$ cat src/rtl/intpol2_d4_out_fifo_pkg.sv
// Shared defaults and the almost-full threshold helper for the interpolator output FIFO.
// Optional error flags are enabled by INTPOL2_D4_FIFO_ERR_EN (see top level).
package intpol2_d4_out_fifo_pkg;

   localparam int DEF_DATA_WIDTH   = 32;
   localparam int DEF_DEPTH        = 16;
   localparam int DEF_AFULL_MARGIN = 4;

   // afull asserts once occupancy reaches this level, leaving margin for in-flight writes
   function automatic int afull_thresh(input int depth, input int margin);
      return depth - margin;
   endfunction

endpackage

$ cat src/rtl/intpol2_d4_out_fifo_mem.sv
// Simple dual-port sample RAM: one write port, one registered read port.
// Read data appears one cycle after re and holds otherwise; it resets to zero.
module intpol2_d4_out_fifo_mem #(
   parameter int DATA_WIDTH = 32,
   parameter int DEPTH      = 16,
   parameter int AW         = $clog2(DEPTH)
) (
   input  logic                  clk,
   input  logic                  rstn,
   input  logic                  we,
   input  logic [AW-1:0]         waddr,
   input  logic [DATA_WIDTH-1:0] wdata,
   input  logic                  re,
   input  logic [AW-1:0]         raddr,
   output logic [DATA_WIDTH-1:0] rdata
);

   logic [DATA_WIDTH-1:0] mem_q [DEPTH];
   logic [DATA_WIDTH-1:0] rdata_d, rdata_q;

   always_ff @(posedge clk) begin
      if (we) begin
         mem_q[waddr] <= wdata;
      end
   end

   always_comb begin
      rdata_d = rdata_q;
      if (re) begin
         rdata_d = mem_q[raddr];
      end
   end

   always_ff @(posedge clk or negedge rstn) begin
      if (!rstn) begin
         rdata_q <= '0;
      end else begin
         rdata_q <= rdata_d;
      end
   end

   assign rdata = rdata_q;

endmodule

$ cat src/rtl/intpol2_d4_out_fifo.sv
// Output FIFO behind the interpolator: 1-cycle registered read, early afull for pipeline slack.
// Define INTPOL2_D4_FIFO_ERR_EN to add sticky ovf/udf error outputs.
module intpol2_d4_out_fifo
   import intpol2_d4_out_fifo_pkg::*;
#(
   parameter int DATA_WIDTH   = DEF_DATA_WIDTH,
   parameter int DEPTH        = DEF_DEPTH,
   parameter int AFULL_MARGIN = DEF_AFULL_MARGIN
) (
   input  logic                       clk,
   input  logic                       rstn,
   input  logic                       clear,
   input  logic                       wr_en,
   input  logic [DATA_WIDTH-1:0]      wr_data,
   input  logic                       rd_en,
   output logic [DATA_WIDTH-1:0]      rd_data,
   output logic                       rd_valid,
   output logic                       empty,
   output logic                       full,
   output logic                       afull,
   output logic [$clog2(DEPTH):0]     count
`ifdef INTPOL2_D4_FIFO_ERR_EN
   ,
   output logic                       ovf,
   output logic                       udf
`endif
);

   localparam int PW = $clog2(DEPTH);
   localparam int CW = PW + 1;
   localparam logic [CW-1:0] DEPTH_LVL = CW'(DEPTH);
   localparam logic [CW-1:0] AFULL_LVL = CW'(afull_thresh(DEPTH, AFULL_MARGIN));

   logic [PW-1:0] wr_ptr_d, wr_ptr_q, rd_ptr_d, rd_ptr_q;
   logic [CW-1:0] count_d, count_q;
   logic          empty_d, empty_q, full_d, full_q, afull_d, afull_q;
   logic          rd_valid_d, rd_valid_q;
   logic          wr_acc, rd_acc;

   // Flags are registered, so a write in the same cycle as a pop on a full FIFO is still dropped
   always_comb begin
      wr_acc   = wr_en & ~full_q & ~clear;
      rd_acc   = rd_en & ~empty_q & ~clear;
      wr_ptr_d = wr_ptr_q;
      rd_ptr_d = rd_ptr_q;
      count_d  = count_q;
      if (clear) begin
         wr_ptr_d = '0;
         rd_ptr_d = '0;
         count_d  = '0;
      end else begin
         if (wr_acc) wr_ptr_d = wr_ptr_q + PW'(1);
         if (rd_acc) rd_ptr_d = rd_ptr_q + PW'(1);
         case ({wr_acc, rd_acc})
            2'b10:   count_d = count_q + CW'(1);
            2'b01:   count_d = count_q - CW'(1);
            default: count_d = count_q;
         endcase
      end
      empty_d    = (count_d == '0);
      full_d     = (count_d == DEPTH_LVL);
      afull_d    = (count_d >= AFULL_LVL);
      rd_valid_d = rd_acc;
   end

   always_ff @(posedge clk or negedge rstn) begin
      if (!rstn) begin
         wr_ptr_q   <= '0;
         rd_ptr_q   <= '0;
         count_q    <= '0;
         empty_q    <= 1'b1;
         full_q     <= 1'b0;
         afull_q    <= 1'b0;
         rd_valid_q <= 1'b0;
      end else begin
         wr_ptr_q   <= wr_ptr_d;
         rd_ptr_q   <= rd_ptr_d;
         count_q    <= count_d;
         empty_q    <= empty_d;
         full_q     <= full_d;
         afull_q    <= afull_d;
         rd_valid_q <= rd_valid_d;
      end
   end

   intpol2_d4_out_fifo_mem #(
      .DATA_WIDTH (DATA_WIDTH),
      .DEPTH      (DEPTH)
   ) u_mem (
      .clk   (clk),
      .rstn  (rstn),
      .we    (wr_acc),
      .waddr (wr_ptr_q),
      .wdata (wr_data),
      .re    (rd_acc),
      .raddr (rd_ptr_q),
      .rdata (rd_data)
   );

   assign rd_valid = rd_valid_q;
   assign empty    = empty_q;
   assign full     = full_q;
   assign afull    = afull_q;
   assign count    = count_q;

`ifdef INTPOL2_D4_FIFO_ERR_EN
   logic ovf_d, ovf_q, udf_d, udf_q;

   // Sticky until flushed; clear wins over a same-cycle error
   always_comb begin
      ovf_d = ovf_q | (wr_en & full_q);
      udf_d = udf_q | (rd_en & empty_q);
      if (clear) begin
         ovf_d = 1'b0;
         udf_d = 1'b0;
      end
   end

   always_ff @(posedge clk or negedge rstn) begin
      if (!rstn) begin
         ovf_q <= 1'b0;
         udf_q <= 1'b0;
      end else begin
         ovf_q <= ovf_d;
         udf_q <= udf_d;
      end
   end

   assign ovf = ovf_q;
   assign udf = udf_q;
`endif

endmodule
$ cat config.mk
export PLATFORM = sky130hd
export DESIGN_NAME = intpol2_d4_out_fifo
export DESIGN_NICKNAME = d
export VERILOG_FILES = /design/src/rtl/intpol2_d4_out_fifo_pkg.sv /design/src/rtl/intpol2_d4_out_fifo_mem.sv /design/src/rtl/intpol2_d4_out_fifo.sv
export SDC_FILE = /design/constraint.sdc
export NUM_CORES = 1
export LEC_CHECK = 0
export CORE_UTILIZATION = 57
export CTS_BUF_LIST = sky130_fd_sc_hd__clkbuf_4 sky130_fd_sc_hd__clkbuf_8
export DETAILED_ROUTE_END_ITERATION = 7
export PLACE_DENSITY = 0.78
export SLEW_MARGIN = 0
export SYNTH_ARGS = -nofsm -noshare
export SYNTH_HDL_FRONTEND = slang
export SYNTH_SLANG_ARGS = --single-unit
$ cat constraint.sdc
create_clock -name clk -period 3.6 [get_ports clk]
set_input_delay 1.08 -clock clk [delete_from_list [all_inputs] [get_ports clk]]
set_output_delay 1.08 -clock clk [all_outputs]
set_load 0.03 [all_outputs]
==> impl_results.md <==
- Result of the run: completed
- Count of flip-flops with a built-in enable after synthesis: 512
- Area growth from synthesis to final layout: 16.8%
- Setup repair after global routing missed its margin: false
- Transition time of the tightest slew-check pin: ~1.2 ns
- Site row count: 70
- Data arrival time of the critical path: between 3 and 4 ns
- Crit-path slowest cell: clkdlybuf4s50_1
- Routability-driven placement congestion ratio: just under 0.8
- Peak per-stage delay on the critical path: 0.48 ns
- Synthesized-area fraction occupied by ao, oa, aoi and oai cells: 0.448%
- Main flop type after synthesis: edfxtp_1
- Area of the die: between 30000 and 40000 µm²
- Synth Warn #: 0
- Quantity of gates resized following cts: 0
- Half-perimeter wire length of the detailed placement result: around 24000 µm
- CP Launch Point: clear
- Number of remaining DRC errors: 0
- Critical Path Most Common Cell: xnor2_1
- Proportion of layout cells with a drive suffix above 1: a little over a third
- Clock tree root buffer cell: clkbuf_8
- Kind of start point of the critical path: input pin
- Leftover overflow at the end of global routing: 0
- Top fanout value on the critical path: 5
- Worst-path clk slew: roughly 0.07 ns
- Via/cell ratio: ~6.0
- Initial cell density of the core: approximately three fifths
- Kind of capture point of the worst setup path: flop
- # Post-CTS Setup Buffers: 0
- Post-route fraction of the period consumed by the critical path: around 83%
- Total CTS buffers: 87
- Flop and latch count out of synthesis: approximately 560
- Worst hold path class: input pin to async pin
- # IOs: 78
- Largest family of logic cells by synthesized area: multiplexers
- Clock period minus worst slack: a little under 3 ns
- Max Clk Rate: between 300 and 400 MHz
- Worst setup endpoint: empty$_DFF_PN1_
- Number of hold buffers added after cts: 0
- Synth Cell Area: between 20000 and 25000 µm²
- Count of H-tree levels built during CTS: 3
- Sum of negative setup slack: 0 ns
- Setup Skew: between 0.02 and 0.025 ns
- Per-instance average area after synthesis: 23.9 µm²
- Adder-Cell Fraction of Synth Area: less than 1%
- Fraction of synthesis flops using an asynchronous set or reset pin: under 10%
- Portion of the post-synthesis area used by sequential elements: 77.3%
- Capture point of the worst reg-to-reg path: u_mem.rdata[1]$_DFFE_PN0P_
- Count of cells along the worst register-to-register path: 4
- Routed via count: 9898
- Number of failing hold endpoints at the final stage: 0
- Worst slew margin: around a fifth
- Sum of routed wire length over all layers: around 42000 µm
- Power per cell area: around 580 nW/µm²
- Antenna violation net count after detailed routing: 0
- Clock latency reported for the late side of the worst-skew pair: just over 0.6 ns
- Start-to-end type of the worst setup path: input pin to flop
- # port buffers: 77
- Slack of the worst reg-to-reg path: roughly 1.1 ns
- Total Nets Final: between 1000 and 1500
- Core area: around 37000 µm²
- CTS Sinks: 561
- 1st-pass router iterations: 4
- Basic-gate share of the synthesized area counting and, or, nand and nor cells: under 10%
- LEAKAGE: 7.98 nW
- Peak ir drop on the vdd network: about 0.34 mV
- Vert. Die Dim: 196 µm
- Vias in the first global route: around 10000
- Iter 0 DRT Violations: approximately 900
- Post-Syn Nets: 942
- Cells traversed along the worst timing path: clkdlybuf4s50_1 > nor3b_4 > nand2_2 > xnor2_1 > ha_1 > a21o_1 > or4_1 > a41oi_2 > xnor2_1 > a41o_1
- Clk buf depth: 3
- Critical Path RT: 4.17 ns
- Antenna violations before repair: 3
- Per-cell routed wire length: between 20 and 30 µm
- Gate Count Post-Synth: between 800 and 900
- Post-synthesis cell type count: 39
- # setup viols final: 0
- Tot GR Track Use: between 20 and 25%
- Count of max-cap constraint violations: 0
- First-pass GRT wire length: 63300 µm
- Largest net degree at the start of global routing: 45
- Origin of the critical flop-to-flop path: rd_ptr_q[1]$_DFFE_PN0P_
- Final count of pins violating max slew: 0
- Xor/xnor cell area share of the yosys netlist: less than 1%
- Die Wd: slightly below 200 µm
- Total Power Consumption: about 15 mW
- Multiplexer fraction of the synthesized cell area: between 10% and 20%
- TritonCTS clock tree: yes
==> worst min-delay path by stage <==
stage	endpoint	cells past startpoint	startpoint
after CTS	u_mem.rdata[24]$_DFFE_PN0P_	1	rstn
after global placement	u_mem.rdata[26]$_DFFE_PN0P_	1	u_mem.rdata[26]$_DFFE_PN0P_
after floorplan	wr_ptr_q[1]$_DFFE_PN0P_	2	wr_ptr_q[1]$_DFFE_PN0P_
after detailed placement	u_mem.rdata[14]$_DFFE_PN0P_	1	u_mem.rdata[14]$_DFFE_PN0P_
final	u_mem.rdata[24]$_DFFE_PN0P_	1	rstn
after global routing	u_mem.rdata[24]$_DFFE_PN0P_	1	rstn
==> layer usage <==
layer  vias to the layer above  global-route usage (%)  part of all wire, %  routed length (µm)
met1                      5256                    32.6                   41               17400
met2                       440                    36.5                   50               20900
met4                         2                    7.35                  1.7                 715
li1                       4147                       -                    -                   -
met3                        53                    4.56                  7.5                3150
met5                         -                       0                0.031                  13
==> worst max-delay path: cells and delay by family <==
kind,cells,cell delay (ns)
simple gates,3,0.87
compound gates,3,0.56
buf+inv,1,0.48
xor+xnor,2,0.37
fa+ha+maj,1,0.18
==> state kept, by name, summed over array words and instances (netlist names) <==
| signal | cells |
|---|---|
| u_mem.mem_q | 512 |
| wr_ptr_q | 4 |
| empty | 1 |
| u_mem.rdata | 32 |
| full | 1 |
| afull | 1 |
| count | 5 |
| rd_valid | 1 |
| rd_ptr_q | 4 |
==> cell type report <==
class | instances | area [µm²]
antenna | 1 | 2.50
timing repair buffer | 123 | 1340
multi-input combinational | 287 | 4650
fill | 2175 | 11800
clock inverter | 36 | 248
inverter | 4 | 15.0
tap | 504 | 631
sequential | 561 | 16600
clock buffer | 127 | 1590
==> stage by stage <==
stage	setup slack, ns	hold slack (ns)	area (µm²)	util (%)	cells
floorplan	0.155	0.556	21500	-	898
global placement	0.0835	0.488	23200	63.0	1479
detailed placement	0.0104	0.496	23200	63.0	1479
CTS	0.575	0.378	25100	68.0	1642
global route	0.459	0.401	25100	68.0	1643
finish	0.623	0.395	25100	68.0	1643
==> cells in the final DEF, fill, tap and decap left out, drive strengths merged, types with 3 or more instances in the layout <==
cell type,instances
xnor2,6
bufinv,3
ha,7
a21oi,3
clkinv,29
edfxtp,512
nor2,21
inv,4
clkinvlp,4
dfrtp,48
clkdlybuf4s50,76
and2,12
buf,47
clkbuf,127
xor2,6
mux4,160
mux2,32
nand2,10
nand2b,4
==> synth_stat cells (all sizes together), types with 3 or more instances <==
cell type / n / area, µm²
nand2: 10 / 40.0
inv: 4 / 15.0
ha: 7 / 87.6
and2: 12 / 75.1
xor2: 6 / 52.6
buf: 26 / 190
xnor2: 6 / 52.6
a21oi: 3 / 15.0
mux4: 160 / 3600
dfrtp: 48 / 1200
edfxtp: 512 / 15400
nand2b: 4 / 25.0
nor2: 21 / 78.8
mux2: 32 / 360
clkbuf: 20 / 75.1
==> logic make-up after synthesis <==
group                    after synthesis
AO/OA/AOI/OAI                         12
XOR/XNOR                              12
adder cells (fa/ha/maj)                7
buffers and inverters                 50
flip-flops                           561
multiplexers                         194
AND/OR/NAND/NOR                       62
==> report_power, final <==
| part | leakage (nW) | internal, mW | total (mW) | switching [mW] |
|---|---|---|---|---|
| logic | 1.79 | 0.777 | 1.60 | 0.826 |
| registers | 5.22 | 7.35 | 7.50 | 0.156 |
| clock network | 0.972 | 3.06 | 5.45 | 2.39 |
Note: power is estimated with default switching activity, not from simulation.
